`config.mk`:
```
export PLATFORM = sky130hd
export DESIGN_NAME = input_port_ctrl_flat
export DESIGN_NICKNAME = d
export VERILOG_FILES = /design/src/rtl/noc_pkg.sv /design/src/rtl/input_port_ctrl_if.sv /design/src/rtl/input_port_ctrl_xy_route_calc.sv /design/src/rtl/input_port_ctrl.sv /design/src/flat_wrapper.sv
export SDC_FILE = /design/constraint.sdc
export NUM_CORES = 1
export LEC_CHECK = 0
export ABC_AREA = 1
export BUFFER_PORTS_ARGS = -buffer_cell sky130_fd_sc_hd__buf_2
export CAP_MARGIN = 30
export CORE_MARGIN = 1.5
export CORE_UTILIZATION = 34
export CTS_CLUSTER_DIAMETER = 100
export DETAILED_ROUTE_END_ITERATION = 8
export PLACE_DENSITY = 0.85
export SLEW_MARGIN = 20
export SYNTH_ARGS = -nofsm -noshare
export SYNTH_HDL_FRONTEND = slang
export SYNTH_SLANG_ARGS = --single-unit
```
`constraint.sdc`:
```
create_clock -name clk -period 3.25 [get_ports clk]
set_clock_uncertainty 0.2 [all_clocks]
set_input_delay 0.65 -clock clk [delete_from_list [all_inputs] [get_ports clk]]
set_output_delay 0.65 -clock clk [all_outputs]
set_load 0.005 [all_outputs]
```
`src/rtl/noc_pkg.sv`:
```
// Shared NoC definitions: flit field layout, flit type encoding and
// output-port indices used by the router input-port controller.
package noc_pkg;

    localparam int FLIT_W    = 64;
    localparam int COORD_W   = 4;
    localparam int NUM_PORTS = 5;

    // Output-port indices; a request vector is one-hot over these bits.
    localparam int PORT_N     = 0;
    localparam int PORT_S     = 1;
    localparam int PORT_E     = 2;
    localparam int PORT_W     = 3;
    localparam int PORT_LOCAL = 4;

    typedef enum logic [1:0] {
        FLIT_HEAD     = 2'b00,
        FLIT_BODY     = 2'b01,
        FLIT_TAIL     = 2'b10,
        FLIT_HEADTAIL = 2'b11
    } flit_type_t;

    function automatic flit_type_t flit_type(input logic [FLIT_W-1:0] flit);
        return flit_type_t'(flit[63:62]);
    endfunction

    function automatic logic [COORD_W-1:0] flit_dest_x(input logic [FLIT_W-1:0] flit);
        return flit[61:58];
    endfunction

    function automatic logic [COORD_W-1:0] flit_dest_y(input logic [FLIT_W-1:0] flit);
        return flit[57:54];
    endfunction

    // HEAD and HEADTAIL open a packet.
    function automatic logic is_head_type(input flit_type_t t);
        return (t == FLIT_HEAD) || (t == FLIT_HEADTAIL);
    endfunction

    // TAIL and HEADTAIL close a packet.
    function automatic logic is_tail_type(input flit_type_t t);
        return (t == FLIT_TAIL) || (t == FLIT_HEADTAIL);
    endfunction

endpackage

```
`src/rtl/input_port_ctrl_if.sv`:
```
// Bundle of the input-port controller's buffer, allocator and crossbar
// signals. The slave modport is the controller's view; master is the
// environment's view. Optional err_cnt_o exists when INPORT_ERR_CNT_EN
// is defined.
//
// Handshake: the buffer presents a flit whenever buf_empty_i is low
// (first-word fall-through); it is consumed at a rising edge where
// buf_read_o is high. Toward the crossbar a flit transfers at a rising
// edge where flit_valid_o and out_ready_i are both high; the controller
// pops the buffer on exactly those edges while a packet is active.
interface input_port_ctrl_if;
    import noc_pkg::*;

    logic [FLIT_W-1:0]    buf_flit_i;
    logic                 buf_empty_i;
    logic                 buf_read_o;
    logic [NUM_PORTS-1:0] req_o;
    logic                 grant_i;
    logic                 out_ready_i;
    logic [FLIT_W-1:0]    flit_o;
    logic                 flit_valid_o;
    logic                 err_o;
`ifdef INPORT_ERR_CNT_EN
    logic [15:0]          err_cnt_o;
`endif

    modport slave (
        input  buf_flit_i, buf_empty_i, grant_i, out_ready_i,
        output buf_read_o, req_o, flit_o, flit_valid_o, err_o
`ifdef INPORT_ERR_CNT_EN
        , output err_cnt_o
`endif
    );

    modport master (
        output buf_flit_i, buf_empty_i, grant_i, out_ready_i,
        input  buf_read_o, req_o, flit_o, flit_valid_o, err_o
`ifdef INPORT_ERR_CNT_EN
        , input err_cnt_o
`endif
    );

endinterface

```
`src/rtl/input_port_ctrl_xy_route_calc.sv`:
```
// Dimension-ordered (X first, then Y) route decision for one flit.
// Purely combinational; produces a one-hot output-port vector.
module xy_route_calc
    import noc_pkg::*;
(
    input  logic [COORD_W-1:0]   dest_x,
    input  logic [COORD_W-1:0]   dest_y,
    input  logic [COORD_W-1:0]   cur_x,
    input  logic [COORD_W-1:0]   cur_y,
    output logic [NUM_PORTS-1:0] port_oh
);

    // Resolve X first; Y is only considered once X matches.
    always_comb begin
        port_oh = '0;
        if (dest_x > cur_x) begin
            port_oh[PORT_E] = 1'b1;
        end else if (dest_x < cur_x) begin
            port_oh[PORT_W] = 1'b1;
        end else if (dest_y > cur_y) begin
            port_oh[PORT_N] = 1'b1;
        end else if (dest_y < cur_y) begin
            port_oh[PORT_S] = 1'b1;
        end else begin
            port_oh[PORT_LOCAL] = 1'b1;
        end
    end

endmodule

```
`src/rtl/input_port_ctrl.sv`:
```
// Router input-port controller: routes a packet's head flit, requests
// an output port from the switch allocator and, once granted, streams
// the packet (wormhole) from the input buffer to the crossbar.
// Flits arriving outside a packet are dropped with an err_o pulse.
// Optional feature: INPORT_ERR_CNT_EN adds a saturating drop counter
// err_cnt_o.
module input_port_ctrl
    import noc_pkg::*;
#(
    parameter logic [COORD_W-1:0] X_COORD = 4'd0,
    parameter logic [COORD_W-1:0] Y_COORD = 4'd0
) (
    input  logic               clk,
    input  logic               reset,
    input_port_ctrl_if.slave   port_if,
    output logic [1:0]         state_o
);

    localparam logic [1:0] IDLE   = 2'd0;
    localparam logic [1:0] ROUTE  = 2'd1;
    localparam logic [1:0] ACTIVE = 2'd2;

    logic [1:0]           state_q;
    logic [1:0]           state_d;
    logic [NUM_PORTS-1:0] route_q;
    logic [NUM_PORTS-1:0] route_calc;
    flit_type_t           head_type;
    logic                 head_ok;

    logic                 read_c;
    logic                 valid_c;
    logic                 err_c;
    logic [NUM_PORTS-1:0] req_c;
    logic [FLIT_W-1:0]    flit_c;

    assign head_type = flit_type(port_if.buf_flit_i);
    assign head_ok   = !port_if.buf_empty_i;

    xy_route_calc u_route_calc (
        .dest_x  (flit_dest_x(port_if.buf_flit_i)),
        .dest_y  (flit_dest_y(port_if.buf_flit_i)),
        .cur_x   (X_COORD),
        .cur_y   (Y_COORD),
        .port_oh (route_calc)
    );

    // Next state and outputs; all outputs forced low while reset is held.
    always_comb begin
        state_d = state_q;
        read_c  = 1'b0;
        valid_c = 1'b0;
        err_c   = 1'b0;
        req_c   = '0;
        flit_c  = '0;
        case (state_q)
            IDLE: begin
                if (head_ok) begin
                    if (is_head_type(head_type)) begin
                        state_d = ROUTE;
                    end else begin
                        read_c = 1'b1;
                        err_c  = 1'b1;
                    end
                end
            end
            ROUTE: begin
                req_c = route_q;
                if (port_if.grant_i) begin
                    state_d = ACTIVE;
                end
            end
            ACTIVE: begin
                req_c   = route_q;
                flit_c  = port_if.buf_flit_i;
                valid_c = head_ok;
                read_c  = head_ok && port_if.out_ready_i;
                if (read_c && is_tail_type(head_type)) begin
                    state_d = IDLE;
                end
            end
            default: begin
                state_d = IDLE;
            end
        endcase
        if (!reset) begin
            state_d = IDLE;
            read_c  = 1'b0;
            valid_c = 1'b0;
            err_c   = 1'b0;
            req_c   = '0;
            flit_c  = '0;
        end
    end

    // State register and route latch captured when a head is accepted.
    always_ff @(posedge clk) begin
        if (!reset) begin
            state_q <= IDLE;
            route_q <= '0;
        end else begin
            state_q <= state_d;
            if (state_q == IDLE && head_ok && is_head_type(head_type)) begin
                route_q <= route_calc;
            end
        end
    end

    assign port_if.buf_read_o   = read_c;
    assign port_if.flit_valid_o = valid_c;
    assign port_if.err_o        = err_c;
    assign port_if.req_o        = req_c;
    assign port_if.flit_o       = flit_c;
    assign state_o              = state_q;

`ifdef INPORT_ERR_CNT_EN
    logic [15:0] err_cnt_q;

    // Count drops, saturating at all-ones.
    always_ff @(posedge clk) begin
        if (!reset) begin
            err_cnt_q <= '0;
        end else if (err_c && err_cnt_q != 16'hFFFF) begin
            err_cnt_q <= err_cnt_q + 16'd1;
        end
    end

    assign port_if.err_cnt_o = err_cnt_q;
`endif

endmodule

```
`src/flat_wrapper.sv`:
```
// flat-port wrapper written by rule: the top's interface ports become plain ports
module input_port_ctrl_flat import noc_pkg::*;
#(
    parameter logic [COORD_W-1:0] X_COORD = 4'd0,
    parameter logic [COORD_W-1:0] Y_COORD = 4'd0
)
  (clk, reset, state_o, port_if_buf_flit_i, port_if_buf_empty_i, port_if_grant_i, port_if_out_ready_i, port_if_buf_read_o, port_if_req_o, port_if_flit_o, port_if_flit_valid_o, port_if_err_o);
  input_port_ctrl_if port_if_i ();
  input  logic clk;
  input  logic reset;
  output logic [1:0] state_o;
  input wire logic [$bits(port_if_i.buf_flit_i)-1:0] port_if_buf_flit_i;
  input wire logic [$bits(port_if_i.buf_empty_i)-1:0] port_if_buf_empty_i;
  input wire logic [$bits(port_if_i.grant_i)-1:0] port_if_grant_i;
  input wire logic [$bits(port_if_i.out_ready_i)-1:0] port_if_out_ready_i;
  output wire logic [$bits(port_if_i.buf_read_o)-1:0] port_if_buf_read_o;
  output wire logic [$bits(port_if_i.req_o)-1:0] port_if_req_o;
  output wire logic [$bits(port_if_i.flit_o)-1:0] port_if_flit_o;
  output wire logic [$bits(port_if_i.flit_valid_o)-1:0] port_if_flit_valid_o;
  output wire logic [$bits(port_if_i.err_o)-1:0] port_if_err_o;
  assign port_if_i.buf_flit_i = port_if_buf_flit_i;
  assign port_if_i.buf_empty_i = port_if_buf_empty_i;
  assign port_if_i.grant_i = port_if_grant_i;
  assign port_if_i.out_ready_i = port_if_out_ready_i;
  assign port_if_buf_read_o = port_if_i.buf_read_o;
  assign port_if_req_o = port_if_i.req_o;
  assign port_if_flit_o = port_if_i.flit_o;
  assign port_if_flit_valid_o = port_if_i.flit_valid_o;
  assign port_if_err_o = port_if_i.err_o;
  input_port_ctrl #(.X_COORD(X_COORD), .Y_COORD(Y_COORD)) u_core (.clk(clk), .reset(reset), .port_if(port_if_i), .state_o(state_o));
endmodule
```
==> run_results.csv <==
group,metric,value,unit
detailed_routing,avgRoutedWirePerCell,8.18,um
placement,placed_cells,367,
grt,globalRoute.totalOverflow,0,
sta,layout_min_cycle_time,2510,ps
setup_path,reg2reg_setup_slack,1720,ps
clock_tree,worst_skew_pair.late_latency,230,ps
clock_tree,cts_buffers,3,
grt,global_route.usage.met3,0.0330,
cells_and_area,nNetsFinal,415,
placement,globalplace.congestion,0.772,
die,floorplan.core_area,3000,um^2
placement,numPortBuffers,140,
pwr,cellLeakagePower,1.39,nW
die,die-height,58.7,um
sta,rsz0062_at_grt,"false",
grt,maximum_number_of_pins_on_one_net_before_global_route_repair,36,
sta,fin_tns_setup,0,ps
setup_path,worstPathCellList,"inv_1, ha_1, nand2_2, buf_4, nor2_1, buf_2",
setup_path,crit_path_max_fanout,30,
detailed_routing,drc_violation_count_after_routing,0,
grt,grtUsageMet2,0.337,
sta,finalHoldViolCount,0,
worst_hold_path,worst_hold_path_type,"reg -> reg",
setup_path,endpoint_kind,"output pin",
die,chipWidth,58.7,um
job,number_of_max_cap_violations,0,
die,ios,143,
detailed_routing,vias_per_cell,4.00,
detailed_routing,totalWireLength,3030,um
clock_tree,cts_max_path_buffers,2,
cells_and_area,share_of_post_route_cells_with_drive_strength_above_1,0.467,
logic_synthesis,number_of_cells_produced_by_synthesis,200,
sta,setup_viol,0,
logic_synthesis,netlist_area,1060,um^2
clock_tree,post_cts.resized_instances,0,
die,die-area,3450,um^2
logic_synthesis,yosys_warn_count,0,
grt,grt_busiest_layer,"met2",
clock_tree,post-cts-setup-buffer-count,0,
setup_path,critical-path-slowest-cell,"buf_4",
grt,wire_length_of_the_first_global_routing_pass,4490,um
setup_path,worstPathRequired,2400,ps
logic_synthesis,share_of_synthesized_area_occupied_by_flip_flops_and_latches,0.0948,
die,number_of_core_rows,20,
sta,post-route-period-util,0.772,
placement,pre_cts_ws,864,ps
die,initial_utilization,0.352,
detailed_routing,drt_iter0_markers,46,
logic_synthesis,synth.distinct_cells,17,
sta,max_freq,399,MHz
clock_tree,cts_root_buffer,"clkbuf_4",
grt,grt_util_met1,0.153,
cells_and_area,layout_commonest_cell,"buf_2",
clock_tree,number_of_buffers_inserted_by_hold_repair_at_cts,0,
clock_tree,cts.reportedPaths.clkPinSlew,40,ps
placement,dp.final_hpwl,2670,um
cells_and_area,antennaDiodeCount,0,
pwr,vdd.ir_drop.worst,0.331,mV
cells_and_area,final-instance-count-excl-fill,371,
clock_tree,cts_num_sinks,5,
detailed_routing,vias,1484,
cells_and_area,synthToLayoutAreaGrowth,66.1,%
pwr,power_density,355,nW/um^2
logic_synthesis,syn_avg_cell_area,5.28,um^2
detailed_routing,drtAntennaViolNets,0,
clock_tree,cts_htree_levels,1,
grt,total_grt_usage,0.159,
grt,grt_pass1_vias,1161,
grt,antenna_found_initial,0,
cells_and_area,final_cell_mix,"buf_2, inv_1, nor2_1",
setup_path,type_of_the_worst_setup_path,"reg -> out",
setup_path,timing.critical_path.slowest_cell_delay,390,ps
sta,slew_violations,0,
setup_path,cp_data_arrival_time,1660,ps
run_status,run_status,"complete, no violations",
clock_tree,cts_tree,"built",
detailed_routing,drtPass1Iterations,4,
pwr,power.total,0.623,mW
setup_path,setup.worst_path.start_class,"flop",
logic_synthesis,ys_seq_elements,5,
sta,final_critical_path_setup_slack,741,ps
sequential cells by signal, summed over array words and instances (netlist names):
register / count
u_core.route_q: 3
u_core.state_o: 2
per-layer routing:
layer / routed length (um) / vias to the layer above
met5: 0 / -
met4: 13 / 0
met3: 287 / 2
met2: 1590 / 62
met1: 1140 / 612
li1: - / 808
cells in the mapped netlist:
library cell | n | area share
nor2_1 | 65 | 0.23
nand3_1 | 3 | 0.014
buf_6 | 5 | 0.053
a21oi_1 | 5 | 0.024
conb_1 | 1 | 0.0036
o21ai_0 | 3 | 0.014
nor2_4 | 10 | 0.11
nand2_1 | 12 | 0.043
nor3_2 | 1 | 0.0095
ha_1 | 7 | 0.083
inv_1 | 76 | 0.27
buf_4 | 2 | 0.014
buf_2 | 1 | 0.0047
a31o_2 | 1 | 0.0083
nand4_1 | 2 | 0.012
dfxtp_1 | 5 | 0.095
buf_8 | 1 | 0.014
where the power goes:
| group | switching, mW | internal, mW |
|---|---|---|
| Clock | 0.0227 | 0.0462 |
| Sequential | 0.0173 | 0.0818 |
| Combinational | 0.256 | 0.199 |
| Total | 0.296 | 0.327 |
logic make-up (layout without fill, tap and decap cells):
kind of cell	Yosys count	in the layout	share of synthesized area
simple gates	93	93	0.416
buf+inv	85	222	0.357
compound gates	9	9	0.0462
fa+ha+maj	7	7	0.0829
flops	5	5	0.0948
other cells	1	2	0.00355
final cells by class:
class,count,area (um^2)
Fill cell,295,1250
Timing Repair Buffer,142,716
Multi-Input combinational cell,111,586
Inverter,76,285
Sequential cell,5,100
Tap cell,33,41.3
Clock buffer,4,26.3
worst max-delay path: cells and delay by family, from the launching register on:
family / cells / cell delay, ps
buffers and inverters: 3 / 630
DFF: 1 / 380
adders and majority gates: 1 / 240
and+or+nand+nor: 2 / 150
final timing paths:
path,from,cells after the start,to
worst max register to register,u_core.state_o[0]$_SDFFE_PN0P_,6,u_core.state_o[1]$_SDFFE_PN0P_
worst min register to register,u_core.state_o[1]$_SDFFE_PN0P_,2,u_core.state_o[1]$_SDFFE_PN0P_
worst max-delay path,u_core.state_o[0]$_SDFFE_PN0P_,6,port_if_flit_o[30]
worst min-delay path,u_core.state_o[1]$_SDFFE_PN0P_,2,u_core.state_o[1]$_SDFFE_PN0P_
through the flow:
step,hold slack [ps],area [um^2],utilization
6_report,347,1750,0.584
5_1_grt,363,1750,0.584
4_1_cts,341,1750,0.584
3_5_place_dp,326,1730,0.575
3_3_place_gp,316,1730,0.575
2_1_floorplan,291,1060,-
Note: power is estimated with default switching activity, not from simulation.
